**config.mk**
```make
export PLATFORM = sky130hd
export DESIGN_NAME = conv_enc_frame_ctrl_flat
export DESIGN_NICKNAME = d
export VERILOG_FILES = /design/src/rtl/conv_enc_frame_ctrl_if.sv /design/src/rtl/conv_enc_frame_ctrl.sv /design/src/flat_wrapper.sv
export SDC_FILE = /design/constraint.sdc
export NUM_CORES = 1
export LEC_CHECK = 0
export CORE_ASPECT_RATIO = 1.1
export CORE_MARGIN = 4
export CORE_UTILIZATION = 31
export DETAILED_ROUTE_END_ITERATION = 10
export GPL_TIMING_DRIVEN = 0
export PLACE_DENSITY = 0.67
export SETUP_SLACK_MARGIN = 0.05
export SYNTH_ARGS = -nofsm -noshare
export SYNTH_HDL_FRONTEND = slang
export SYNTH_SLANG_ARGS = --single-unit
```
**constraint.sdc**
```tcl
create_clock -name clk -period 2.34 [get_ports clk]
set_clock_uncertainty 0.15 [all_clocks]
set_input_delay 0.468 -clock clk [delete_from_list [all_inputs] [get_ports clk]]
set_output_delay 0.468 -clock clk [all_outputs]
set_load 0.02 [all_outputs]
```
**src/rtl/conv_enc_frame_ctrl_if.sv**
```systemverilog
// Signal bundle between the frame source, the frame controller, the convolutional encoder and the code-word consumer.
// Frame and out channels: a word moves on a rising edge where valid and ready are both high; valid holds its payload stable until then.
interface conv_enc_frame_ctrl_if #(
    parameter int FRAME_BITS = 8,
    parameter int MAX_TAIL   = 6
);
    localparam int CODE_W = 2 * (FRAME_BITS + MAX_TAIL);
    localparam int LEN_W  = $clog2(FRAME_BITS + MAX_TAIL + 1);

    logic                  frame_valid;
    logic                  frame_ready;
    logic [FRAME_BITS-1:0] frame_data;
    logic [1:0]            frame_k_sel;
    logic                  frame_flush;

    logic                  enc_clear;
    logic [1:0]            enc_constraint_sel;
    logic                  enc_data_in;
    logic                  enc_in_enable;
    logic                  enc_out_enable;
    logic                  enc_out0;
    logic                  enc_out1;

    logic                  out_valid;
    logic                  out_ready;
    logic [CODE_W-1:0]     out_code;
    logic [LEN_W-1:0]      out_len;
    logic                  out_err;

    modport slave (
        input  frame_valid, frame_data, frame_k_sel, frame_flush,
        input  enc_out_enable, enc_out0, enc_out1,
        input  out_ready,
        output frame_ready, enc_clear, enc_constraint_sel, enc_data_in, enc_in_enable,
        output out_valid, out_code, out_len, out_err
    );

    modport master (
        output frame_valid, frame_data, frame_k_sel, frame_flush,
        output enc_out_enable, enc_out0, enc_out1,
        output out_ready,
        input  frame_ready, enc_clear, enc_constraint_sel, enc_data_in, enc_in_enable,
        input  out_valid, out_code, out_len, out_err
    );
endinterface

```
**src/rtl/conv_enc_frame_ctrl.sv**
```systemverilog
// Frame sequencer for the convolutional encoder: clears it, feeds one bit per strobe MSB first,
// packs the returned (out1,out0) pairs into one code word and optionally appends a zero tail.
module conv_enc_frame_ctrl #(
    parameter int FRAME_BITS = 8,
    parameter int MAX_TAIL   = 6,
    parameter int TIMEOUT    = 15
) (
    input  logic                 clk,
    input  logic                 rst,
    conv_enc_frame_ctrl_if.slave bus,
    output logic [2:0]           dbg_state
);
    localparam int TOTAL_MAX = FRAME_BITS + MAX_TAIL;
    localparam int CODE_W    = 2 * TOTAL_MAX;
    localparam int LEN_W     = $clog2(TOTAL_MAX + 1);
    localparam int WCNT_W    = $clog2(TIMEOUT + 1);

    typedef enum logic [2:0] {
        S_IDLE  = 3'd0,
        S_CLEAR = 3'd1,
        S_ISSUE = 3'd2,
        S_WAIT  = 3'd3,
        S_DONE  = 3'd4
    } state_t;

    state_t                state;
    logic [FRAME_BITS-1:0] shreg;
    logic [LEN_W-1:0]      total;
    logic [WCNT_W-1:0]     wait_cnt;
    logic                  frame_ready_q;
    logic                  enc_clear_q;
    logic [1:0]            ksel_q;
    logic                  data_in_q;
    logic                  in_en_q;
    logic                  out_valid_q;
    logic [CODE_W-1:0]     code_q;
    logic [LEN_W-1:0]      len_q;
    logic                  err_q;

    // Tail length that flushes the trellis back to the all-zero state for each constraint length.
    function automatic logic [LEN_W-1:0] tail_len(input logic [1:0] k_sel, input logic flush);
        logic [LEN_W-1:0] t;
        case (k_sel)
            2'b00:   t = LEN_W'(2);
            2'b01:   t = LEN_W'(3);
            2'b10:   t = LEN_W'(4);
            default: t = LEN_W'(6);
        endcase
        return flush ? t : '0;
    endfunction

    always_ff @(posedge clk or negedge rst) begin
        if (!rst) begin
            state         <= S_IDLE;
            shreg         <= '0;
            total         <= '0;
            wait_cnt      <= '0;
            frame_ready_q <= 1'b1;
            enc_clear_q   <= 1'b0;
            ksel_q        <= 2'b00;
            data_in_q     <= 1'b0;
            in_en_q       <= 1'b0;
            out_valid_q   <= 1'b0;
            code_q        <= '0;
            len_q         <= '0;
            err_q         <= 1'b0;
        end else begin
            case (state)
                S_IDLE: begin
                    if (bus.frame_valid) begin
                        shreg         <= bus.frame_data;
                        ksel_q        <= bus.frame_k_sel;
                        total         <= LEN_W'(FRAME_BITS) + tail_len(bus.frame_k_sel, bus.frame_flush);
                        code_q        <= '0;
                        len_q         <= '0;
                        err_q         <= 1'b0;
                        frame_ready_q <= 1'b0;
                        enc_clear_q   <= 1'b1;
                        state         <= S_CLEAR;
                    end
                end
                S_CLEAR: begin
                    enc_clear_q <= 1'b0;
                    in_en_q     <= 1'b1;
                    data_in_q   <= shreg[FRAME_BITS-1];
                    shreg       <= shreg << 1;
                    state       <= S_ISSUE;
                end
                S_ISSUE: begin
                    in_en_q  <= 1'b0;
                    wait_cnt <= '0;
                    state    <= S_WAIT;
                end
                S_WAIT: begin
                    if (bus.enc_out_enable) begin
                        code_q <= {code_q[CODE_W-3:0], bus.enc_out1, bus.enc_out0};
                        len_q  <= len_q + LEN_W'(1);
                        if (len_q + LEN_W'(1) == total) begin
                            out_valid_q <= 1'b1;
                            state       <= S_DONE;
                        end else begin
                            // Zeros shift in behind the payload, so the tail bits come out for free.
                            in_en_q   <= 1'b1;
                            data_in_q <= shreg[FRAME_BITS-1];
                            shreg     <= shreg << 1;
                            state     <= S_ISSUE;
                        end
                    end else if (wait_cnt == WCNT_W'(TIMEOUT - 1)) begin
                        err_q       <= 1'b1;
                        out_valid_q <= 1'b1;
                        state       <= S_DONE;
                    end else begin
                        wait_cnt <= wait_cnt + WCNT_W'(1);
                    end
                end
                S_DONE: begin
                    if (bus.out_ready) begin
                        out_valid_q   <= 1'b0;
                        frame_ready_q <= 1'b1;
                        state         <= S_IDLE;
                    end
                end
                default: state <= S_IDLE;
            endcase
        end
    end

    assign bus.frame_ready        = frame_ready_q;
    assign bus.enc_clear          = enc_clear_q;
    assign bus.enc_constraint_sel = ksel_q;
    assign bus.enc_data_in        = data_in_q;
    assign bus.enc_in_enable      = in_en_q;
    assign bus.out_valid          = out_valid_q;
    assign bus.out_code           = code_q;
    assign bus.out_len            = len_q;
    assign bus.out_err            = err_q;
    assign dbg_state              = state;
endmodule

```
**src/flat_wrapper.sv**
```systemverilog
// flat-port wrapper written by rule: the top's interface ports become plain ports
module conv_enc_frame_ctrl_flat 
#(
    parameter int FRAME_BITS = 8,
    parameter int MAX_TAIL   = 6,
    parameter int TIMEOUT    = 15
)
  (clk, rst, dbg_state, bus_frame_valid, bus_frame_data, bus_frame_k_sel, bus_frame_flush, bus_enc_out_enable, bus_enc_out0, bus_enc_out1, bus_out_ready, bus_frame_ready, bus_enc_clear, bus_enc_constraint_sel, bus_enc_data_in, bus_enc_in_enable, bus_out_valid, bus_out_code, bus_out_len, bus_out_err);
  conv_enc_frame_ctrl_if #(.FRAME_BITS(FRAME_BITS), .MAX_TAIL(MAX_TAIL)) bus_i ();
  input  logic clk;
  input  logic rst;
  output logic [2:0] dbg_state;
  input wire logic [$bits(bus_i.frame_valid)-1:0] bus_frame_valid;
  input wire logic [$bits(bus_i.frame_data)-1:0] bus_frame_data;
  input wire logic [$bits(bus_i.frame_k_sel)-1:0] bus_frame_k_sel;
  input wire logic [$bits(bus_i.frame_flush)-1:0] bus_frame_flush;
  input wire logic [$bits(bus_i.enc_out_enable)-1:0] bus_enc_out_enable;
  input wire logic [$bits(bus_i.enc_out0)-1:0] bus_enc_out0;
  input wire logic [$bits(bus_i.enc_out1)-1:0] bus_enc_out1;
  input wire logic [$bits(bus_i.out_ready)-1:0] bus_out_ready;
  output wire logic [$bits(bus_i.frame_ready)-1:0] bus_frame_ready;
  output wire logic [$bits(bus_i.enc_clear)-1:0] bus_enc_clear;
  output wire logic [$bits(bus_i.enc_constraint_sel)-1:0] bus_enc_constraint_sel;
  output wire logic [$bits(bus_i.enc_data_in)-1:0] bus_enc_data_in;
  output wire logic [$bits(bus_i.enc_in_enable)-1:0] bus_enc_in_enable;
  output wire logic [$bits(bus_i.out_valid)-1:0] bus_out_valid;
  output wire logic [$bits(bus_i.out_code)-1:0] bus_out_code;
  output wire logic [$bits(bus_i.out_len)-1:0] bus_out_len;
  output wire logic [$bits(bus_i.out_err)-1:0] bus_out_err;
  assign bus_i.frame_valid = bus_frame_valid;
  assign bus_i.frame_data = bus_frame_data;
  assign bus_i.frame_k_sel = bus_frame_k_sel;
  assign bus_i.frame_flush = bus_frame_flush;
  assign bus_i.enc_out_enable = bus_enc_out_enable;
  assign bus_i.enc_out0 = bus_enc_out0;
  assign bus_i.enc_out1 = bus_enc_out1;
  assign bus_i.out_ready = bus_out_ready;
  assign bus_frame_ready = bus_i.frame_ready;
  assign bus_enc_clear = bus_i.enc_clear;
  assign bus_enc_constraint_sel = bus_i.enc_constraint_sel;
  assign bus_enc_data_in = bus_i.enc_data_in;
  assign bus_enc_in_enable = bus_i.enc_in_enable;
  assign bus_out_valid = bus_i.out_valid;
  assign bus_out_code = bus_i.out_code;
  assign bus_out_len = bus_i.out_len;
  assign bus_out_err = bus_i.out_err;
  conv_enc_frame_ctrl #(.FRAME_BITS(FRAME_BITS), .MAX_TAIL(MAX_TAIL), .TIMEOUT(TIMEOUT)) u_core (.clk(clk), .rst(rst), .bus(bus_i), .dbg_state(dbg_state));
endmodule
```
# Word level (Yosys, flattened, before mapping)
# Cells that the tools add are included.
[word_totals] wordCells=95 register_bits=59
[classes] n_eq_ne=17 reduce_logical=21 add_sub_neg=3 mux=41
[ops] cell="2-to-1 mux 28 bit" n=2
[ops] cell="case mux 28 bit (2 select lines)" n=1
[ops] cell="2-to-1 mux 4 bit" n=7
[ops] cell="2-to-1 mux 8 bit" n=3
[ops] cell="case mux 8 bit (3 select lines)" n=1
[ops] cell="AND reduction 3 bit" n=6
[ops] cell="case mux 4 bit (2 select lines)" n=2
[ops] cell="2-to-1 mux 3 bit" n=5
[ops] cell="case mux 3 bit (5 select lines)" n=1
[ops] cell="2-to-1 mux 1 bit" n=12
[ops] cell="!= test 2 bit (second input constant)" n=6
[ops] cell="AND reduction 4 bit" n=3
[ops] cell="nonzero test 2 bit" n=6
[ops] cell="case mux 1 bit (2 select lines)" n=5
[ops] cell="case mux 3 bit (3 select lines)" n=1
[ops] cell="adder 4 x 1 -> 4 bit (second input constant)" n=2
[ops] cell="equality test 3 x 2 -> 1 bit (second input constant)" n=2
[ops] cell="!= test 3 x 2 -> 1 bit (second input constant)" n=2
[ops] cell="nonzero test 3 bit" n=2
[ops] cell="adder 4 bit (first input constant)" n=1
[ops] cell="equality test 4 bit" n=1
[ops] cell="equality test 4 bit (second input constant)" n=1
[ops] cell="AND reduction 2 bit" n=2
[ops] cell="equality test 3 x 1 -> 1 bit (second input constant)" n=1
[ops] cell="other kinds (7)" n=7

# Depth between registers and ports, before layout
[logic_depth] word_depth=6 ltp_mapped=6 depth_no_buf=6

# Least setup slack after synthesis
# OpenSTA, ideal clock, no wires.
[synth_timing] path_type="flip-flop to flip-flop" from="register u_core.len_q[0] (netlist: u_core.bus.out_len[0])" to="register u_core.shreg[1]" required_ps=2065 path_buffers=0 path_stages_with_launch=6 arrival_ps=2119 synth_period_minus_slack_ps=2393 path_slack_ps=-53 cell_sequence="dfrtp_1 > ha_1 > xor2_1 > nor4_4 > a2111oi_4 > mux2_2"
[synth_via] elab_chain_cells=4
[synth_rtl] element="from (decl)" line="conv_enc_frame_ctrl.sv:37" source="logic [LEN_W-1:0] len_q;"
[synth_rtl] element="from (signal assigned)" line="conv_enc_frame_ctrl.sv:97" source="len_q <= len_q + LEN_W'(1);"
[synth_rtl] element="adder 4 x 1 -> 4 bit" line="conv_enc_frame_ctrl.sv:98" source="if (len_q + LEN_W'(1) == total) begin"
[synth_rtl] element="equality test 4 bit" line="conv_enc_frame_ctrl.sv:98"
[synth_rtl] element="!= test 2 bit (no line)"
[synth_rtl] element="AND reduction 4 bit (no line)"
[synth_rtl] element="to (signal assigned)" line="conv_enc_frame_ctrl.sv:71" source="shreg <= bus.frame_data;"
[synth_rtl] element="to (signal assigned)" line="conv_enc_frame_ctrl.sv:86" source="shreg <= shreg << 1;"
[synth_rtl] element="to (signal assigned)" line="conv_enc_frame_ctrl.sv:105" source="shreg <= shreg << 1;"
[synth_rtl] element="to (decl)" line="conv_enc_frame_ctrl.sv:27" source="logic [FRAME_BITS-1:0] shreg;"
# Every way passes these cells.
# A chain may end at the register's enable or synchronous reset.

# Final worst setup path
[layout_timing] from="input port bus_enc_out_enable" to="register u_core.shreg[3]"
[layout_via] elab_chain_cells=2
[layout_rtl] element="from (decl)" line="flat_wrapper.sv:17" source="input wire logic [$bits(bus_i.enc_out_enable)-1:0] bus_enc_out_enable;"
[layout_rtl] element="!= test 2 bit (no line)"
[layout_rtl] element="AND reduction 4 bit (no line)"
# Every way passes these cells.

==> results_dict.tcl <==
set metrics [dict create \
    path_max_fanout 8 \
    die_w_um 96.4 \
    area_growth_pct 38.1 \
    ir_drop_mv 0.678 \
    numCtsBuffers 9 \
    cts_tree "done" \
    fmax_ghz 0.460 \
    crit_arrival_ps 2240 \
    tightest_slew_ps 511 \
    firstDrtPassIters 4 \
    reg2reg_slack_ps 190 \
    start_kind "input port" \
    insertedDiodeCount 0 \
    grt.total_usage_pct 13.4 \
    clkSlewWorstSetupHoldPaths_ps 70 \
    wl_met1_um 2790 \
    fin_area_um2 3680 \
    reg2reg_depth 6 \
    synth_area_um2 2670 \
    h-tree-depth 3 \
    maxSlewViolCount 0 \
    synth.yosys.seq_area_share_pct 55.4 \
    cts-root-buf "clkbuf_8" \
    rsz0062_at_grt "false" \
    hold_viol 0 \
    clockBufferDepth 2 \
    first_global_vias 2255 \
    die_y_um 105 \
    die-area_um2 10200 \
    timing.rr.end "u_core.shreg[3]" \
    worstPathRequired_ps 2410 \
    syn_area_per_cell_um2 9.99 \
    post-route-util_pct 44.0 \
    grt_first_pass_wirelength_um 10600 \
    postPlaceCellArea_um2 3430 \
    synth-main-ff-cell "dfrtp_1" \
    synth_nets 288 \
    synthArstFlopShare_pct 100 \
    coreArea_um2 8360 \
    min_path_type "flip-flop to flip-flop" \
    drive_above_1_share_pct 14.1 \
    grt_max_degree 40 \
    portBuffers 60 \
    yosysTopAreaCell "dfrtp_1" \
    rr_startpoint "u_core.bus.out_len[0]" \
    route.detailed.drc 0 \
    wl_met2_um 2870 \
    yosys.cell_count.top_type "nand2_1" \
    start_util_pct 31.9 \
    cp-endpoint "u_core.shreg[3]" \
    fin_crit_ps 2180 \
    cts_sinks 59 \
    ioPinCount 61 \
    clk_latency_ps 330 \
    gp_congestion 0.833 \
    viasPerCell 4.74 \
    setup_ws_ps 164 \
    pre_cts_slack_ps -389 \
    wl_per_cell_um 13.4 \
    p_per_area_nw_per_um2 1270 \
    dp_hpwl_um 4500 \
    drtAntennaViolNets 0 \
    grt_antenna_before_repair 0 \
    cp-end-kind "flip-flop" \
    worstSetupStartpoint "bus_enc_out_enable" \
    yosysWarnings 0 \
    worst_slew_margin_rel_pct 65.9 \
    wl_met3_um 376 \
    synth_cells 267 \
    vias 2175 \
    nFillCells 812 \
    finalWirelength_um 6150 \
    layout.nets 364 \
    synth.top_cells.by_area "dfrtp_1 54%, nand2_1 11%, mux2_2 6.3%" \
    maxCapViolations 0 \
    grt_overflow 0 \
    setup_tns_ps 0 \
    timing.final.crit_share_pct 93.0 \
    yosysUniqueCellTypes 37 \
    synth_seq_cells 59 \
    outcome "complete, no violations" \
    top_layer_used "met4" \
    final-setup-viol-count 0 \
    rows 35 \
    critPathKind "input port to flip-flop" \
    synthTopCellsByCount "76 x nand2_1, 58 x dfrtp_1, 30 x nand3_1" \
    drt_iter0_drc 81 \
    leakagePower_nw 1.70 \
    synth-edff-count 0 \
    yosysTopAreaCellShare_pct 54.4 \
]
-- registers in the layout, indices dropped and copies added, names as in the netlist --
signal / cells
u_core.dbg_state: 3
u_core.bus.out_err: 1
u_core.bus.enc_in_enable: 1
u_core.total: 4
u_core.bus.enc_constraint_sel: 2
u_core.wait_cnt: 4
u_core.bus.out_valid: 1
u_core.shreg: 8
u_core.bus.frame_ready: 1
u_core.bus.enc_data_in: 1
u_core.bus.out_code: 28
u_core.bus.out_len: 4
u_core.bus.enc_clear: 1
-- through the flow --
stage          hold WS (ps)  instances  total power, W
2_1_floorplan          22.4        267         0.00291
3_3_place_gp            316        438         0.00365
3_5_place_dp            320        439         0.00370
4_1_cts                 340        458         0.00469
5_1_grt                 374        459         0.00504
6_report                331        459         0.00466
-- area by class of cell --
class / instances / area [µm²] / area share, %
plain buffers: 15 / 58.8 / 1.60
clock buffers: 9 / 124 / 3.37
clock inverters: 7 / 76.3 / 2.07
inverters: 6 / 22.5 / 0.612
multi-input cells: 187 / 1130 / 30.7
flip-flops and latches: 59 / 1480 / 40.2
well taps: 111 / 139 / 3.77
repair buffers: 65 / 652 / 17.7
-- worst max-delay path, cell delays in order --
cell             delay, ps
clkdlybuf4s50_1        580
and4bb_2               330
a2111oi_4              340
buf_6                  190
mux2_2                 330
-- logic make-up (layout without fill, tap and decap cells) --
kind of cell               count (synthesis)  in the layout  synth area share, %
xor gates and xnor gates                   7              7                 3.47
AOI/OAI and AO/OA                         35             35                 8.49
buffers and inverters                     21            102                 2.96
adders and majority gates                  3              3                 1.41
muxes                                     16             16                 6.71
and+or+nand+nor                          126            126                 21.5
DFF                                       59             59                 55.4
-- routing by layer --
layer  vias up  global-route usage (%)
li1       1059                       -
met1      1038                    17.3
met2        64                    20.6
met3        14                    4.00
met4         0                    5.41
met5         -                       0
-- how the worst min path moves through the flow --
stage                                                 from                                to  cells after the start
after CTS                 u_core.bus.enc_constraint_sel[1]  u_core.bus.enc_constraint_sel[1]                      2
after global routing               u_core.bus.out_code[16]           u_core.bus.out_code[18]                      2
after floorplan                                        rst              u_core.bus.enc_clear                      0
after global placement    u_core.bus.enc_constraint_sel[1]  u_core.bus.enc_constraint_sel[1]                      2
final                     u_core.bus.enc_constraint_sel[1]  u_core.bus.enc_constraint_sel[1]                      2
after detailed placement                               rst  u_core.bus.enc_constraint_sel[1]                      1
-- layout by cell type, fill, tap and decap left out, types with 2 or more instances in the layout --
| cell type | instances |
|---|---|
| a211oi_1 | 2 |
| a21oi_1 | 8 |
| and3_1 | 2 |
| buf_4 | 2 |
| clkbuf_1 | 12 |
| clkbuf_2 | 2 |
| clkbuf_8 | 9 |
| clkdlybuf4s50_1 | 59 |
| clkinv_4 | 2 |
| clkinvlp_4 | 2 |
| dfrtp_1 | 57 |
| ha_1 | 2 |
| inv_1 | 6 |
| mux2_2 | 15 |
| nand2_1 | 76 |
| nand2b_1 | 2 |
| nand3_1 | 30 |
| nor2_1 | 6 |
| nor2b_1 | 2 |
| o211ai_1 | 2 |
| o21ai_0 | 14 |
| o22ai_1 | 2 |
| xor2_1 | 3 |
-- timing repair --
action,in CTS,in global routing
cloned,0,0
pin swaps,2,2
gates resized for setup,0,7
setup buffers,2,1
endpoints found under the setup margin,7,10
endpoints found under the hold margin,19,0
hold buffers,1,0
-- report_power, final --
group / internal [W] / total (W) / switching, W
Combinational: 0.00100 / 0.00212 / 0.00112
Clock: 0.000496 / 0.000923 / 0.000427
Sequential: 0.00136 / 0.00162 / 0.000257
Total: 0.00286 / 0.00466 / 0.00180
Note: power is estimated with default switching activity, not from simulation.
